### src/rtl/traffic_scheduler_if.sv
// Bundle of the per-pixel render path and frame-update handshake between the
// video timing logic (master) and the road-lane scheduler (slave).
interface traffic_scheduler_if;
   logic       i_Enable;
   logic       i_Frame_Start;
   logic [9:0] i_H_Pos;
   logic [9:0] i_V_Pos;
   logic       o_Car_Hit;
   logic [2:0] o_Red;
   logic [2:0] o_Green;
   logic [2:0] o_Blue;
   logic       o_Busy;
   logic       o_Update_Done;
   logic       o_Overrun;

   modport master (
      output i_Enable, i_Frame_Start, i_H_Pos, i_V_Pos,
      input  o_Car_Hit, o_Red, o_Green, o_Blue, o_Busy, o_Update_Done, o_Overrun
   );

   modport slave (
      input  i_Enable, i_Frame_Start, i_H_Pos, i_V_Pos,
      output o_Car_Hit, o_Red, o_Green, o_Blue, o_Busy, o_Update_Done, o_Overrun
   );
endinterface

### src/rtl/traffic_scheduler.sv
// Road-lane car motion controller and pixel arbiter: advances one lane per cycle
// through a shared datapath after each frame start and renders the car layer.
module traffic_scheduler #(
   parameter int NUM_LANES  = 4,
   parameter int CAR_WIDTH  = 32,
   parameter int CAR_HEIGHT = 32,
   parameter int SCREEN_W   = 640,
   parameter int LANE_Y0    = 96,
   parameter int LANE_PITCH = 64
) (
   input logic i_Clk,
   input logic i_Reset,
   traffic_scheduler_if.slave bus
);

   localparam int IDX_W = (NUM_LANES > 1) ? $clog2(NUM_LANES) : 1;
   localparam logic [9:0]       X_MAX    = 10'(SCREEN_W - 1);
   localparam logic [IDX_W-1:0] LAST_IDX = IDX_W'(NUM_LANES - 1);

   typedef enum logic [1:0] {
      IDLE,
      UPDATE,
      DONE
   } state_t;

   state_t           state;
   state_t           next_state;
   logic [IDX_W-1:0] lane_idx;
   logic [IDX_W-1:0] next_lane_idx;
   logic             lane_write;
   logic             busy;
   logic             update_done;
   logic             overrun;

   logic [9:0]       car_x   [NUM_LANES];
   logic [2:0]       car_div [NUM_LANES];
   logic [9:0]       cur_x;
   logic [2:0]       cur_div;
   logic [9:0]       upd_x;
   logic [2:0]       upd_div;

   logic [10:0]      h_ext;
   logic [10:0]      v_ext;
   logic [10:0]      lane_x;
   logic [10:0]      lane_y;
   logic             hit_any;
   logic [2:0]       hit_lane;
   logic             car_hit_q;
   logic [8:0]       colour_q;

   function automatic logic [8:0] lane_colour(input logic [2:0] lane);
      case (lane)
         3'd0:    lane_colour = 9'b111_000_000;
         3'd1:    lane_colour = 9'b000_111_000;
         3'd2:    lane_colour = 9'b000_000_111;
         3'd3:    lane_colour = 9'b111_111_000;
         default: lane_colour = 9'b111_111_111;
      endcase
   endfunction

   always_ff @(posedge i_Clk or posedge i_Reset) begin
      if (i_Reset) begin
         state    <= IDLE;
         lane_idx <= '0;
      end else begin
         state    <= next_state;
         lane_idx <= next_lane_idx;
      end
   end

   // A frame start is only honoured from IDLE, so a pulse during a sequence never restarts it.
   always_comb begin
      next_state    = state;
      next_lane_idx = lane_idx;
      lane_write    = 1'b0;
      busy          = 1'b0;
      update_done   = 1'b0;
      case (state)
         IDLE: begin
            if (bus.i_Frame_Start && bus.i_Enable) begin
               next_state    = UPDATE;
               next_lane_idx = '0;
            end
         end
         UPDATE: begin
            busy       = 1'b1;
            lane_write = 1'b1;
            if (lane_idx == LAST_IDX) begin
               next_state = DONE;
            end else begin
               next_lane_idx = lane_idx + IDX_W'(1);
            end
         end
         DONE: begin
            busy        = 1'b1;
            update_done = 1'b1;
            next_state  = IDLE;
         end
         default: next_state = IDLE;
      endcase
   end

   // Shared update datapath: lane k moves once every k+1 frames, even lanes right, odd left.
   always_comb begin
      cur_x   = '0;
      cur_div = '0;
      for (int k = 0; k < NUM_LANES; k++) begin
         if (IDX_W'(k) == lane_idx) begin
            cur_x   = car_x[k];
            cur_div = car_div[k];
         end
      end
      upd_x   = cur_x;
      upd_div = cur_div + 3'd1;
      if (cur_div == 3'(lane_idx)) begin
         upd_div = '0;
         if (!lane_idx[0]) begin
            upd_x = (cur_x == X_MAX) ? 10'd0 : cur_x + 10'd1;
         end else begin
            upd_x = (cur_x == 10'd0) ? X_MAX : cur_x - 10'd1;
         end
      end
   end

   always_ff @(posedge i_Clk or posedge i_Reset) begin
      if (i_Reset) begin
         for (int k = 0; k < NUM_LANES; k++) begin
            car_x[k]   <= 10'(k * 128);
            car_div[k] <= '0;
         end
      end else if (lane_write) begin
         for (int k = 0; k < NUM_LANES; k++) begin
            if (IDX_W'(k) == lane_idx) begin
               car_x[k]   <= upd_x;
               car_div[k] <= upd_div;
            end
         end
      end
   end

   always_ff @(posedge i_Clk or posedge i_Reset) begin
      if (i_Reset) begin
         overrun <= 1'b0;
      end else if (bus.i_Frame_Start && busy) begin
         overrun <= 1'b1;
      end
   end

   // Scanning from the highest lane down lets the lowest hitting lane win; 11-bit sums avoid overflow.
   always_comb begin
      h_ext    = {1'b0, bus.i_H_Pos};
      v_ext    = {1'b0, bus.i_V_Pos};
      lane_x   = '0;
      lane_y   = '0;
      hit_any  = 1'b0;
      hit_lane = '0;
      for (int k = NUM_LANES - 1; k >= 0; k--) begin
         lane_x = {1'b0, car_x[k]};
         lane_y = 11'(LANE_Y0 + k * LANE_PITCH);
         if ((h_ext >= lane_x) && (h_ext < lane_x + 11'(CAR_WIDTH)) &&
             (v_ext >= lane_y) && (v_ext < lane_y + 11'(CAR_HEIGHT))) begin
            hit_any  = 1'b1;
            hit_lane = 3'(k);
         end
      end
   end

   always_ff @(posedge i_Clk or posedge i_Reset) begin
      if (i_Reset) begin
         car_hit_q <= 1'b0;
         colour_q  <= '0;
      end else begin
         car_hit_q <= hit_any;
         colour_q  <= hit_any ? lane_colour(hit_lane) : 9'd0;
      end
   end

   assign bus.o_Car_Hit     = car_hit_q;
   assign bus.o_Red         = colour_q[8:6];
   assign bus.o_Green       = colour_q[5:3];
   assign bus.o_Blue        = colour_q[2:0];
   assign bus.o_Busy        = busy;
   assign bus.o_Update_Done = update_done;
   assign bus.o_Overrun     = overrun;

endmodule

### src/flat_wrapper.sv
// flat-port wrapper written by rule: the top's interface ports become plain ports
module traffic_scheduler_flat 
#(
   parameter int NUM_LANES  = 4,
   parameter int CAR_WIDTH  = 32,
   parameter int CAR_HEIGHT = 32,
   parameter int SCREEN_W   = 640,
   parameter int LANE_Y0    = 96,
   parameter int LANE_PITCH = 64
)
  (i_Clk, i_Reset, bus_i_Enable, bus_i_Frame_Start, bus_i_H_Pos, bus_i_V_Pos, bus_o_Car_Hit, bus_o_Red, bus_o_Green, bus_o_Blue, bus_o_Busy, bus_o_Update_Done, bus_o_Overrun);
  traffic_scheduler_if bus_i ();
  input logic i_Clk;
  input logic i_Reset;
  input wire logic [$bits(bus_i.i_Enable)-1:0] bus_i_Enable;
  input wire logic [$bits(bus_i.i_Frame_Start)-1:0] bus_i_Frame_Start;
  input wire logic [$bits(bus_i.i_H_Pos)-1:0] bus_i_H_Pos;
  input wire logic [$bits(bus_i.i_V_Pos)-1:0] bus_i_V_Pos;
  output wire logic [$bits(bus_i.o_Car_Hit)-1:0] bus_o_Car_Hit;
  output wire logic [$bits(bus_i.o_Red)-1:0] bus_o_Red;
  output wire logic [$bits(bus_i.o_Green)-1:0] bus_o_Green;
  output wire logic [$bits(bus_i.o_Blue)-1:0] bus_o_Blue;
  output wire logic [$bits(bus_i.o_Busy)-1:0] bus_o_Busy;
  output wire logic [$bits(bus_i.o_Update_Done)-1:0] bus_o_Update_Done;
  output wire logic [$bits(bus_i.o_Overrun)-1:0] bus_o_Overrun;
  assign bus_i.i_Enable = bus_i_Enable;
  assign bus_i.i_Frame_Start = bus_i_Frame_Start;
  assign bus_i.i_H_Pos = bus_i_H_Pos;
  assign bus_i.i_V_Pos = bus_i_V_Pos;
  assign bus_o_Car_Hit = bus_i.o_Car_Hit;
  assign bus_o_Red = bus_i.o_Red;
  assign bus_o_Green = bus_i.o_Green;
  assign bus_o_Blue = bus_i.o_Blue;
  assign bus_o_Busy = bus_i.o_Busy;
  assign bus_o_Update_Done = bus_i.o_Update_Done;
  assign bus_o_Overrun = bus_i.o_Overrun;
  traffic_scheduler #(.NUM_LANES(NUM_LANES), .CAR_WIDTH(CAR_WIDTH), .CAR_HEIGHT(CAR_HEIGHT), .SCREEN_W(SCREEN_W), .LANE_Y0(LANE_Y0), .LANE_PITCH(LANE_PITCH)) u_core (.i_Clk(i_Clk), .i_Reset(i_Reset), .bus(bus_i));
endmodule
### config.mk
export PLATFORM = sky130hd
export DESIGN_NAME = traffic_scheduler_flat
export DESIGN_NICKNAME = d
export VERILOG_FILES = /design/src/rtl/traffic_scheduler_if.sv /design/src/rtl/traffic_scheduler.sv /design/src/flat_wrapper.sv
export SDC_FILE = /design/constraint.sdc
export NUM_CORES = 1
export LEC_CHECK = 0
export BUFFER_PORTS_ARGS = -buffer_cell sky130_fd_sc_hd__buf_2
export CAP_MARGIN = 10
export CORE_ASPECT_RATIO = 1.25
export CORE_MARGIN = 3
export CORE_UTILIZATION = 36
export CTS_CLUSTER_DIAMETER = 30
export DETAILED_ROUTE_END_ITERATION = 10
export PLACE_DENSITY = 0.58
export SYNTH_ARGS = -nofsm -noshare
export SYNTH_HDL_FRONTEND = slang
export SYNTH_SLANG_ARGS = --single-unit
### constraint.sdc
create_clock -name i_Clk -period 4.59 [get_ports i_Clk]
set_input_delay 0.2295 -clock i_Clk [delete_from_list [all_inputs] [get_ports i_Clk]]
set_output_delay 0.2295 -clock i_Clk [all_outputs]
set_load 0.01 [all_outputs]
==> results_dict.tcl <==
set metrics [dict create \
    status "finished, final reports clean" \
    grt_max_degree 62 \
    maxSlewHeadroom_pct 38.5 \
    grt_pass1_wl_um 25200 \
    synthSimpleGateAreaFrac_pct 18.8 \
    cp_slowest_cell "ha_1" \
    synth_top_family_by_area "compound AO/OA/AOI/OAI gates" \
    fin_hold_ws_ns 0.120 \
    synth-xor-area-share_pct 3.11 \
    cp_max_fo 24 \
    fp.dieArea_sq_um 16400 \
    crit_chain "ha_1 -> nand2_1 -> a31oi_1 -> nand4_1 -> nor3_1 -> o22ai_1 -> a22oi_1 -> buf_4 -> o21ai_1" \
    post-cts-setup-buffers 0 \
    cp_num_cells 9 \
    rsz0062_at_grt "false" \
    via_per_inst 5.61 \
    synth-edff-count 0 \
    hpwl_um 12000 \
    syn_area_sq_um 5350 \
    antenna_left 0 \
    netlist-cell-type-count 65 \
    ir_drop_uv 319 \
    drcViolationCount 0 \
    cp_num_buf_inv 1 \
    synthTopCellsByArea "dfrtp_1 27%, ha_1 18%, nand2_1 5.0%" \
    htree_levels 3 \
    grt_usage_pct 19.6 \
    synth_common_cells "75 x ha_1, 71 x nand2_1, 58 x inv_1, 57 x dfrtp_1, 50 x o21ai_0" \
    muxShareOfSynthArea_pct 1.87 \
    grt_remaining_overflow 0 \
    die-width_um 115 \
    antenna_found_initial 0 \
    first_iter_violations 320 \
    synth_nets 746 \
    power.leakage_nw 2.68 \
    yosys_warnings 0 \
    yosys.area_share.adder_pct 17.5 \
    clock_sinks 61 \
    synth_compound_area_share_pct 22.9 \
    fill_cells 1469 \
    n_antenna_cell 0 \
    area.growth.synth_to_final_pct 11.4 \
    critPathTopFamily "simple AND/OR/NAND/NOR gates" \
    yosysMostFrequentCell "ha_1" \
    ctsResizeCount 0 \
    drive_gt1_share_pct 12.4 \
    cts_inserted_buffers 9 \
    cp-end-kind "register" \
    nNetsFinal 766 \
    finalCriticalPeriod_ns 3.99 \
    holdBufCountCts 0 \
    synth-async-reset-ratio_pct 100 \
    critPathLaunchType "register" \
    fin_worst_skew_ns 0.00982 \
    critical_path_class "register to register" \
    fmax_ghz 0.251 \
    drtPass1Iterations 5 \
    die_y_um 142 \
    rr_worst_depth 9 \
    wl_per_cell_um 18.2 \
    fin_tns_setup_ns 0 \
    clkLatencyLatePin_ns 0.33 \
    initial_utilization_pct 37.0 \
    cts_root_buffer "clkbuf_16" \
    finalHoldViolations 0 \
    tightest_slew_ns 0.922 \
    synthCells 647 \
    synthFlopType "dfrtp_1" \
    period_share_pct 86.8 \
    powerDensity_nw_per_um2 743 \
    slew_violations 0 \
    io_pins 37 \
    hold_path_class "input pin to async pin" \
    drt-total-wl_um 15400 \
    num_vias 4772 \
    coreArea_sq_um 14500 \
    cap_violations 0 \
    cts_buffer_depth 2 \
    syn_avg_cell_area_sq_um 8.27 \
    ys_ff_latch 61 \
    yosysTopAreaCellShare_pct 26.7 \
    cp_slowest_stage_delay_ns 0.87 \
    synth_area_leader_cell "dfrtp_1" \
    tritoncts "built" \
    yosysSeqAreaShare_pct 28.6 \
    grt_pass1_vias 4953 \
    finalSetupViolCount 0 \
    path_clk_slew_ns 0.06 \
    cp.arrival_ns 4.18 \
    critical_path_required_ns 4.78 \
    fp-row-count 49 \
    port_buffers 31 \
    gp_congestion 0.972 \
]
cell type report:
| cell class | count | area [sq um] | share of cell area (%) |
|---|---|---|---|
| sequential | 61 | 1530 | 25.7 |
| timing repair buffer | 43 | 245 | 4.12 |
| tap | 178 | 223 | 3.74 |
| inverter | 58 | 218 | 3.65 |
| clock buffer | 9 | 225 | 3.78 |
| multi-input combinational | 494 | 3440 | 57.7 |
| clock inverter | 7 | 76.3 | 1.28 |
power by group:
| group | switching (mW) | internal (mW) |
|---|---|---|
| Clock | 0.260 | 0.421 |
| Sequential | 0.253 | 0.757 |
| Combinational | 1.67 | 1.07 |
worst register-to-register path: cells and delay by family (launching register included):
| family | cells | cell delay (ns) |
|---|---|---|
| DFF | 1 | 0.70 |
| adders and majority gates | 1 | 0.87 |
| and+or+nand+nor | 3 | 1.10 |
| AOI/OAI and AO/OA | 4 | 0.98 |
| buffers and inverters | 1 | 0.21 |
path summary, 6_finish.rpt:
path                                 startpoint              endpoint  slack, ns
max                          u_core.lane_idx[0]      u_core.car_x[35]       0.60
max in group asynchronous               i_Reset      u_core.car_x[28]       3.92
max reg2reg                  u_core.lane_idx[0]      u_core.car_x[35]       0.60
min                                     i_Reset      u_core.car_x[24]       0.12
min reg2reg                u_core.bus.o_Overrun  u_core.bus.o_Overrun       0.45
min in group i_Clk            bus_i_Frame_Start  u_core.bus.o_Overrun       0.14
logic make-up after synthesis:
family	Yosys count
AND/OR/NAND/NOR	201
buffers and inverters	92
AO/OA/AOI/OAI	190
multiplexers	9
XOR/XNOR	19
adder cells (fa/ha/maj)	75
flip-flops	61
layout by cell type (no fill, tap or decap), types with 4 or more instances in the layout:
master,instances
nor3_1,8
a31oi_1,12
a211oi_1,6
nand2_1,71
and2_1,4
a311oi_1,4
o211a_1,4
xnor2_1,19
buf_4,12
or3b_1,9
nand3_1,20
buf_2,31
nand3b_1,7
dfstp_2,4
o22ai_1,5
nor4_1,5
ha_1,75
nand4_1,4
nor2b_1,10
a21oi_1,38
inv_1,57
o21a_1,11
nor2_1,35
o21ai_0,50
a21o_1,13
clkbuf_16,9
dfrtp_1,57
mux2_2,8
nand2b_1,6
o21ai_1,12
and3_1,4
through the flow:
stage / area [sq um] / power [mW] / instances / setup slack, ns / util (%)
after floorplan: 5350 / 2.88 / 647 / 1.35 / -
after global placement: 5660 / 3.66 / 834 / 0.663 / 39.1
after detailed placement: 5660 / 3.73 / 834 / 0.650 / 39.1
after CTS: 5960 / 4.43 / 850 / 0.615 / 41.2
after global routing: 5960 / 4.84 / 850 / 0.303 / 41.2
final: 5960 / 4.43 / 850 / 0.604 / 41.2
flip-flops by register name (all words and copies together), names as in the netlist:
name	count
u_core.bus.o_Car_Hit	1
u_core.bus.o_Overrun	1
u_core.car_div	12
u_core.car_x	40
u_core.colour_q	3
u_core.lane_idx	2
u_core.state	2
metal layers:
| metal | track usage (%) | vias up | part of all wire (%) |
|---|---|---|---|
| met3 | 2.55 | 27 | 3.0 |
| met4 | 7.29 | 0 | 2.5 |
| met5 | 0 | - | 0 |
| met1 | 22.4 | 2294 | 42 |
| li1 | - | 2339 | - |
| met2 | 36.6 | 112 | 52 |
Power figures use the tool's default switching activity.
